File: src/rtl/arm_imm_encoder_pkg.sv
// Shared definitions for the immediate encoder and the operand-2 shifter.
package arm_imm_pkg;

   localparam int unsigned DATA_W = 32;
   localparam int unsigned ROT_W  = 4;
   localparam int unsigned IMM_W  = 8;

   // Operand-2 shifter mode that decodes {rot, imm8} as imm8 ror (2*rot)
   localparam logic [1:0] SHIFTER_MODE_IMM = 2'b00;

   typedef enum logic [1:0] {
      IDLE   = 2'b00,
      SEARCH = 2'b01,
      DONE   = 2'b10
   } state_t;

endpackage

File: src/rtl/arm_imm_encoder_imm_rot_check.sv
// Combinational check: does operand, rotated left by 2*rot, fit in imm8?
// Rotating left by 2*rot is the inverse of the shifter's ror by 2*rot.
module imm_rot_check
   import arm_imm_pkg::*;
(
   input  logic [DATA_W-1:0] operand,
   input  logic [ROT_W-1:0]  rot,
   output logic              fit,
   output logic [IMM_W-1:0]  imm8
);

   logic [5:0]        sh;
   logic [DATA_W-1:0] cand;

   // Rotate left by 2*rot; a shift by 32 yields 0, so rot=0 passes operand through
   always_comb begin
      sh   = {1'b0, rot, 1'b0};
      cand = (operand << sh) | (operand >> (6'd32 - sh));
      fit  = (cand[DATA_W-1:IMM_W] == '0);
      imm8 = cand[IMM_W-1:0];
   end

endmodule

File: src/rtl/arm_imm_encoder.sv
// Multi-cycle encoder for the rotated-immediate operand format.
// Optional macro INV_SEARCH_EN adds a second search pass on ~value (MVN form).
module arm_imm_encoder
   import arm_imm_pkg::*;
(
   input  logic                     clk,
   input  logic                     reset,
   input  logic                     start,
   input  logic [DATA_W-1:0]        value,
   output logic                     busy,
   output logic                     done,
   output logic                     valid,
   output logic [ROT_W+IMM_W-1:0]   L,
   output logic                     inverted
);

   state_t            state;
   logic [ROT_W-1:0]  rot_cnt;
   logic [DATA_W-1:0] value_q;
   logic [DATA_W-1:0] operand;
   logic              fit;
   logic [IMM_W-1:0]  imm8;

`ifdef INV_SEARCH_EN
   logic pass;
   logic inv_q;

   // Pass 1 searches the complement of the latched constant
   always_comb begin
      operand = pass ? ~value_q : value_q;
   end

   assign inverted = inv_q;
`else
   // Single pass: the search always runs on the latched constant
   always_comb begin
      operand = value_q;
   end

   assign inverted = 1'b0;
`endif

   imm_rot_check u_check (
      .operand (operand),
      .rot     (rot_cnt),
      .fit     (fit),
      .imm8    (imm8)
   );

   // Search FSM: one rotation per cycle, lowest rotation wins
   always_ff @(posedge clk) begin
      if (!reset) begin
         state   <= IDLE;
         rot_cnt <= '0;
         value_q <= '0;
         busy    <= 1'b0;
         done    <= 1'b0;
         valid   <= 1'b0;
         L       <= '0;
`ifdef INV_SEARCH_EN
         pass    <= 1'b0;
         inv_q   <= 1'b0;
`endif
      end else begin
         case (state)
            IDLE: begin
               done <= 1'b0;
               if (start) begin
                  value_q <= value;
                  rot_cnt <= '0;
                  busy    <= 1'b1;
                  valid   <= 1'b0;
                  L       <= '0;
`ifdef INV_SEARCH_EN
                  pass    <= 1'b0;
                  inv_q   <= 1'b0;
`endif
                  state   <= SEARCH;
               end
            end
            SEARCH: begin
               if (fit) begin
                  L     <= {rot_cnt, imm8};
                  valid <= 1'b1;
`ifdef INV_SEARCH_EN
                  inv_q <= pass;
`endif
                  busy  <= 1'b0;
                  state <= DONE;
               end else if (rot_cnt == '1) begin
                  rot_cnt <= '0;
`ifdef INV_SEARCH_EN
                  if (!pass) begin
                     pass <= 1'b1;
                  end else begin
                     busy  <= 1'b0;
                     state <= DONE;
                  end
`else
                  busy  <= 1'b0;
                  state <= DONE;
`endif
               end else begin
                  rot_cnt <= rot_cnt + 1'b1;
               end
            end
            DONE: begin
               done  <= 1'b1;
               state <= IDLE;
            end
            default: begin
               state <= IDLE;
            end
         endcase
      end
   end

endmodule

File: config.mk
export PLATFORM = sky130hd
export DESIGN_NAME = arm_imm_encoder
export DESIGN_NICKNAME = d
export VERILOG_FILES = /design/src/rtl/arm_imm_encoder_pkg.sv /design/src/rtl/arm_imm_encoder_imm_rot_check.sv /design/src/rtl/arm_imm_encoder.sv
export SDC_FILE = /design/constraint.sdc
export NUM_CORES = 1
export LEC_CHECK = 0
export ABC_CLOCK_PERIOD_IN_PS = 3500
export CORE_ASPECT_RATIO = 0.8
export CORE_UTILIZATION = 54
export CTS_CLUSTER_DIAMETER = 200
export DETAILED_ROUTE_END_ITERATION = 8
export PLACE_DENSITY = 0.78
export SETUP_SLACK_MARGIN = 0.15
export SLEW_MARGIN = 20
export SYNTH_ARGS = -nofsm -noshare
export SYNTH_HDL_FRONTEND = slang
export SYNTH_SLANG_ARGS = --single-unit
File: constraint.sdc
create_clock -name clk -period 3.5 [get_ports clk]
set_input_delay 0.7 -clock clk [delete_from_list [all_inputs] [get_ports clk]]
set_output_delay 0.7 -clock clk [all_outputs]
set_load 0.02 [all_outputs]
# Word-level counts from Yosys, hierarchy flattened
# Cells that the tools add are included.
[word_totals]
regBits = 53
inputBits = 35
output_inout_bits = 16
word_cells = 47
[classes]
add_sub_neg = 2
n_eq_ne = 7
n_shift = 2
mux = 19
n_bitwise = 1
reduce_logical = 9
[op_table]
columns = ["op", "n"]
rows = [
  ["$or 32x32->32", 1],
  ["$shl 32x5->32", 1],
  ["$shr 32x6->32", 1],
  ["$logic_not 24->1", 1],
  ["$mux 12", 2],
  ["$pmux 12 s2", 1],
  ["$mux 4", 3],
  ["$reduce_and 3->1", 3],
  ["$pmux 4 s2", 1],
  ["$mux 2", 3],
  ["$ne 2x2->1 const B", 3],
  ["$pmux 1 s2", 3],
  ["$sub 6x5->6 const A", 1],
  ["$mux 1", 5],
  ["$add 4x1->4 const B", 1],
  ["$eq 4x4->1 const B", 1],
  ["$pmux 2 s2", 1],
  ["$reduce_and 2->1", 2],
  ["$reduce_bool 2->1", 2],
  ["$ne 3x3->1 const B", 1],
  ["$eq 2x1->1 const B", 1],
  ["$eq 2x2->1 const B", 1],
  ["$logic_not 2->1", 1],
]

# Longest topological paths before layout
[logic_depth]
word_depth = 6
depth_mapped = 16

# Modules after synthesis
# Synthesis repeated with hierarchy kept, for this count alone.
[unflattened]
cells_unflattened = 457
area_unflattened_um2 = 3833.7
[by_module_without_submodules]
columns = ["mod", "n_inst", "cells_per_inst", "area_per_inst_um2", "seq_area_each_um2"]
rows = [
  ["arm_imm_encoder", 1, 227, 2257.2, 1061.0],
  ["imm_rot_check", 1, 230, 1576.5, 0.0],
]

# Least setup slack after synthesis
# OpenSTA, ideal clock, no wires.
[synth_path]
path_kind = "register to register"
from = "register rot_cnt[0]"
to = "register L[0]"
setup_ns = 0.119
arrival_time_ns = 3.085
slack_ns = 0.296
stages_incl_launch_ff = 15
path_buffers = 6
cell_sequence = "dfxtp_1 > buf_6 > buf_6 > inv_2 > buf_1 > ha_1 > buf_2 > buf_2 > mux2_1 > o32ai_1 > a41oi_1 > o21ai_4 > nand3_4 > buf_6 > mux2i_1"
[synth_between]
elab_chain_cells = 6
[synth_rtl]
columns = ["element", "line_no", "source"]
rows = [
  ["from (decl)", "arm_imm_encoder.sv:18", "logic [ROT_W-1:0] rot_cnt;"],
  ["from (signal assigned)", "arm_imm_encoder.sv:104", "rot_cnt <= rot_cnt + 1'b1;"],
  ["$sub 6x5->6", "arm_imm_encoder_imm_rot_check.sv:18", "cand = (operand << sh) | (operand >> (6'd32 - sh));"],
  ["$shr 32x6->32", "arm_imm_encoder_imm_rot_check.sv:18", ""],
  ["$or 32x32->32 (*)", "arm_imm_encoder_imm_rot_check.sv:18", ""],
  ["$logic_not 24->1", "arm_imm_encoder_imm_rot_check.sv:19", "fit = (cand[DATA_W-1:IMM_W] == '0);"],
  ["$ne 2x2->1 (no source line)", "n/a", ""],
  ["$reduce_and 3->1 (no source line)", "n/a", ""],
  ["to (signal assigned)", "arm_imm_encoder.sv:83", "L <= {rot_cnt, imm8};"],
  ["to (decl)", "arm_imm_encoder.sv:13", "output logic [ROT_W+IMM_W-1:0] L,"],
]
# Mark *: on every way between the ends. The rest lies on a longest branch, timed or not. The select of a mux whose other input is x is not followed.
# A chain may end at the register's enable or synchronous reset.

# Final worst setup path
[layout_path]
from = "register rot_cnt[1]"
to = "register L[1]"
# Same word-level chain as after synthesis.

==> impl_metrics.py <==
metrics = {
    "critical_path": {
        "endpoint_kind": "flip-flop",
        "required_ns": 3.71,
        "r2r_cells": 10,
        "cp_max_fo": 52,
        "path_cells": "inv_1, ha_1, buf_12, mux4_2, or3_1, nor3_2, o2111ai_1, o21ai_4, nand3_4, mux2i_1",
        "crit_slowest_cell": "or3_1",
        "critPathBufInv": 2,
        "r2r_slack_ns": 0.41,
        "start_kind": "flip-flop",
        "critical-path-max-stage-delay_ns": 0.38,
        "critical_path_class": "flip-flop to flip-flop",
        "r2r_end": "L[1]$_SDFFE_PN0P_",
        "r2r_start": "rot_cnt[1]$_SDFFE_PN0P_",
        "arrival_ns": 3.30,
        "crit_cells": 10,
        "cp_top_family": "simple AND/OR/NAND/NOR gates",
    },
    "floorplanning": {
        "dieArea_um2": 8040,
        "core.rowCount": 28,
        "io_pins": 51,
        "die_h_um": 80.4,
        "die_w_um": 100,
        "start_util": 0.558,
        "core_um2": 7430,
    },
    "detailed_routing": {
        "drt-initial-drc-count": 380,
        "drcViolationCount": 0,
        "wl_mm": 10.8,
        "firstDrtPassIters": 5,
        "via_per_inst": 6.23,
        "ant_nets": 0,
        "wl_per_cell_um": 17.3,
        "num_vias": 3897,
    },
    "timing": {
        "rsz0062_at_grt": "false",
        "worst_pin_slew_ns": 0.999,
        "fin_crit_sh": 0.884,
        "finClkSkew_ns": 0.0106,
        "hold_ws_ns": 0.476,
        "clock.fmax_mhz": 323,
        "finalSetupViolCount": 0,
        "finalCriticalPeriod_ns": 3.09,
        "hold_violations": 0,
        "slew_viol_final": 0,
        "tns_ns": 0,
        "relSlewSlack": 0.334,
    },
    "worst_hold_path": {
        "hold_path_end": "L[8]$_SDFFE_PN0P_",
        "hp-class": "flip-flop to flip-flop",
        "hold_depth": 2,
        "hold_start": "L[8]$_SDFFE_PN0P_",
    },
    "final_layout": {
        "final_cell_area_um2": 4710,
        "final_cell_mix": "104 x nand2_1, 52 x dfxtp_1, 48 x clkdlybuf4s50_1",
        "antenna_cells": 0,
        "drive_gt1_frac": 0.106,
        "syn_to_final_growth_pct": 13.5,
        "final_util": 0.634,
        "layout_commonest_cell": "nand2_1",
        "layout.nets": 557,
    },
    "power": {
        "ir_drop_uv": 217,
        "powerDensity_nw_per_um2": 371,
        "power_uw": 1750,
        "p_leak_uw": 0.00170,
    },
    "logic_synthesis": {
        "syn_inst": 511,
        "synthFlopType": "dfxtp_1",
        "yosysSeqAreaShare": 0.256,
        "synth.area.top_cells": "dfxtp_1 26%, mux4_2 11%, nand2_1 9.4%, mux2i_1 9.2%, a21boi_0 5.8%",
        "avgSynthCellArea_um2": 8.12,
        "async_flop_share": 0,
        "ys_seq_elements": 53,
        "synth_nets": 548,
        "synth_top_area_frac": 0.256,
        "syn_area_um2": 4150,
        "synth-edff-count": 0,
        "synth.yosys.warnings": 0,
        "synth_top_area_cell": "dfxtp_1",
        "synth_cell_types": 67,
    },
    "clocking": {
        "numCtsBuffers": 5,
        "clock_latency_ns": 0.32,
        "cts_root_buffer": "clkbuf_8",
        "cts_resized": 0,
        "tritoncts": "done",
        "clockBufferDepth": 2,
        "cts.clk_slew.worst_paths_ns": 0.11,
        "post_cts_buffers": 0,
        "cts.sinks": 53,
        "cts_hold_buf": 0,
        "h-tree-depth": 2,
    },
    "global_route": {
        "antenna_found_initial": 0,
        "grt_max_degree": 78,
        "grt_pass1_wl_mm": 17.8,
        "grt_pass1_vias": 3486,
        "overflow": 0,
        "track_usage": 0.284,
    },
    "placement": {
        "gp_congestion": 0.947,
        "dp_hpwl_mm": 7.65,
        "placed_area_um2": 4590,
        "io_buffers": 49,
    },
    "status": {
        "status": "finished, final reports clean",
    },
    "flow_run": {
        "cap_viol_max_count": 0,
    },
}
flip-flops by register name (all words and copies together), names as in the netlist:
signal	count
rot_cnt	4
L	12
state	2
operand	32
valid	1
done	1
busy	1
worst max-delay path by stage:
stage                         to                    start  slack, ns
2_1_floorplan  L[0]$_SDFFE_PN0P_  rot_cnt[0]$_SDFFE_PN0P_       0.30
3_3_place_gp   L[2]$_SDFFE_PN0P_  rot_cnt[1]$_SDFFE_PN0P_       0.58
3_5_place_dp   L[1]$_SDFFE_PN0P_  rot_cnt[1]$_SDFFE_PN0P_       0.46
4_1_cts        L[1]$_SDFFE_PN0P_  rot_cnt[1]$_SDFFE_PN0P_       0.43
5_1_grt        L[2]$_SDFFE_PN0P_  rot_cnt[1]$_SDFFE_PN0P_       0.24
6_report       L[1]$_SDFFE_PN0P_  rot_cnt[1]$_SDFFE_PN0P_       0.41
final cells by class:
class                   count  area [um2]
flip-flops and latches     53        1060
fillers                   669        2720
well taps                 105         131
clock inverters             3        50.0
multi-input cells         395        2790
inverters                   7        26.3
clock buffers               5        68.8
repair buffers             58         578
report_power, final:
group          internal [uW]  switching, uW  leakage [uW]
logic                    287            313       0.00120
clock network            220            234     0.0000603
registers                631           63.2      0.000433
synthesized netlist by cell type (all sizes together) (3+ instances only):
master and n:
a211oi 14, a21boi 33, a21oi 18, a22o 3
a32o 4, and2 5, and3 3, buf 20
clkbuf 36, dfxtp 53, inv 7, mux2 8
mux2i 38, mux4 21, nand2 104, nand2b 4
nand3 22, nor2 31, nor2b 11, nor3 11
nor4 9, o211ai 4, o21ai 11, o31a 4
tightest hold or removal path, delay by kind of cell (launching register included):
kind | cells | cell delay, ns
simple gates | 1 | 0.06
flops | 1 | 0.32
mux | 1 | 0.06
through the flow:
step | worst slack [ns] | instances
final | 0.405 | 626
after CTS | 0.434 | 626
after detailed placement | 0.461 | 618
after global routing | 0.236 | 626
after global placement | 0.580 | 618
after floorplan | 0.296 | 511
metal layers:
layer	global-route usage	wire, um
met1	0.417	5110
met2	0.417	4770
met3	0.0574	813
met4	0.0812	150
met5	0	0
logic make-up after synthesis:
family	Yosys count	share of synthesized area
fa+ha+maj	2	0.00603
other cells	1	0.000904
buf+inv	63	0.0712
mux	67	0.227
simple gates	209	0.231
flops	53	0.256
compound gates	114	0.203
xor+xnor	2	0.00422
Note: power is estimated with default switching activity, not from simulation.
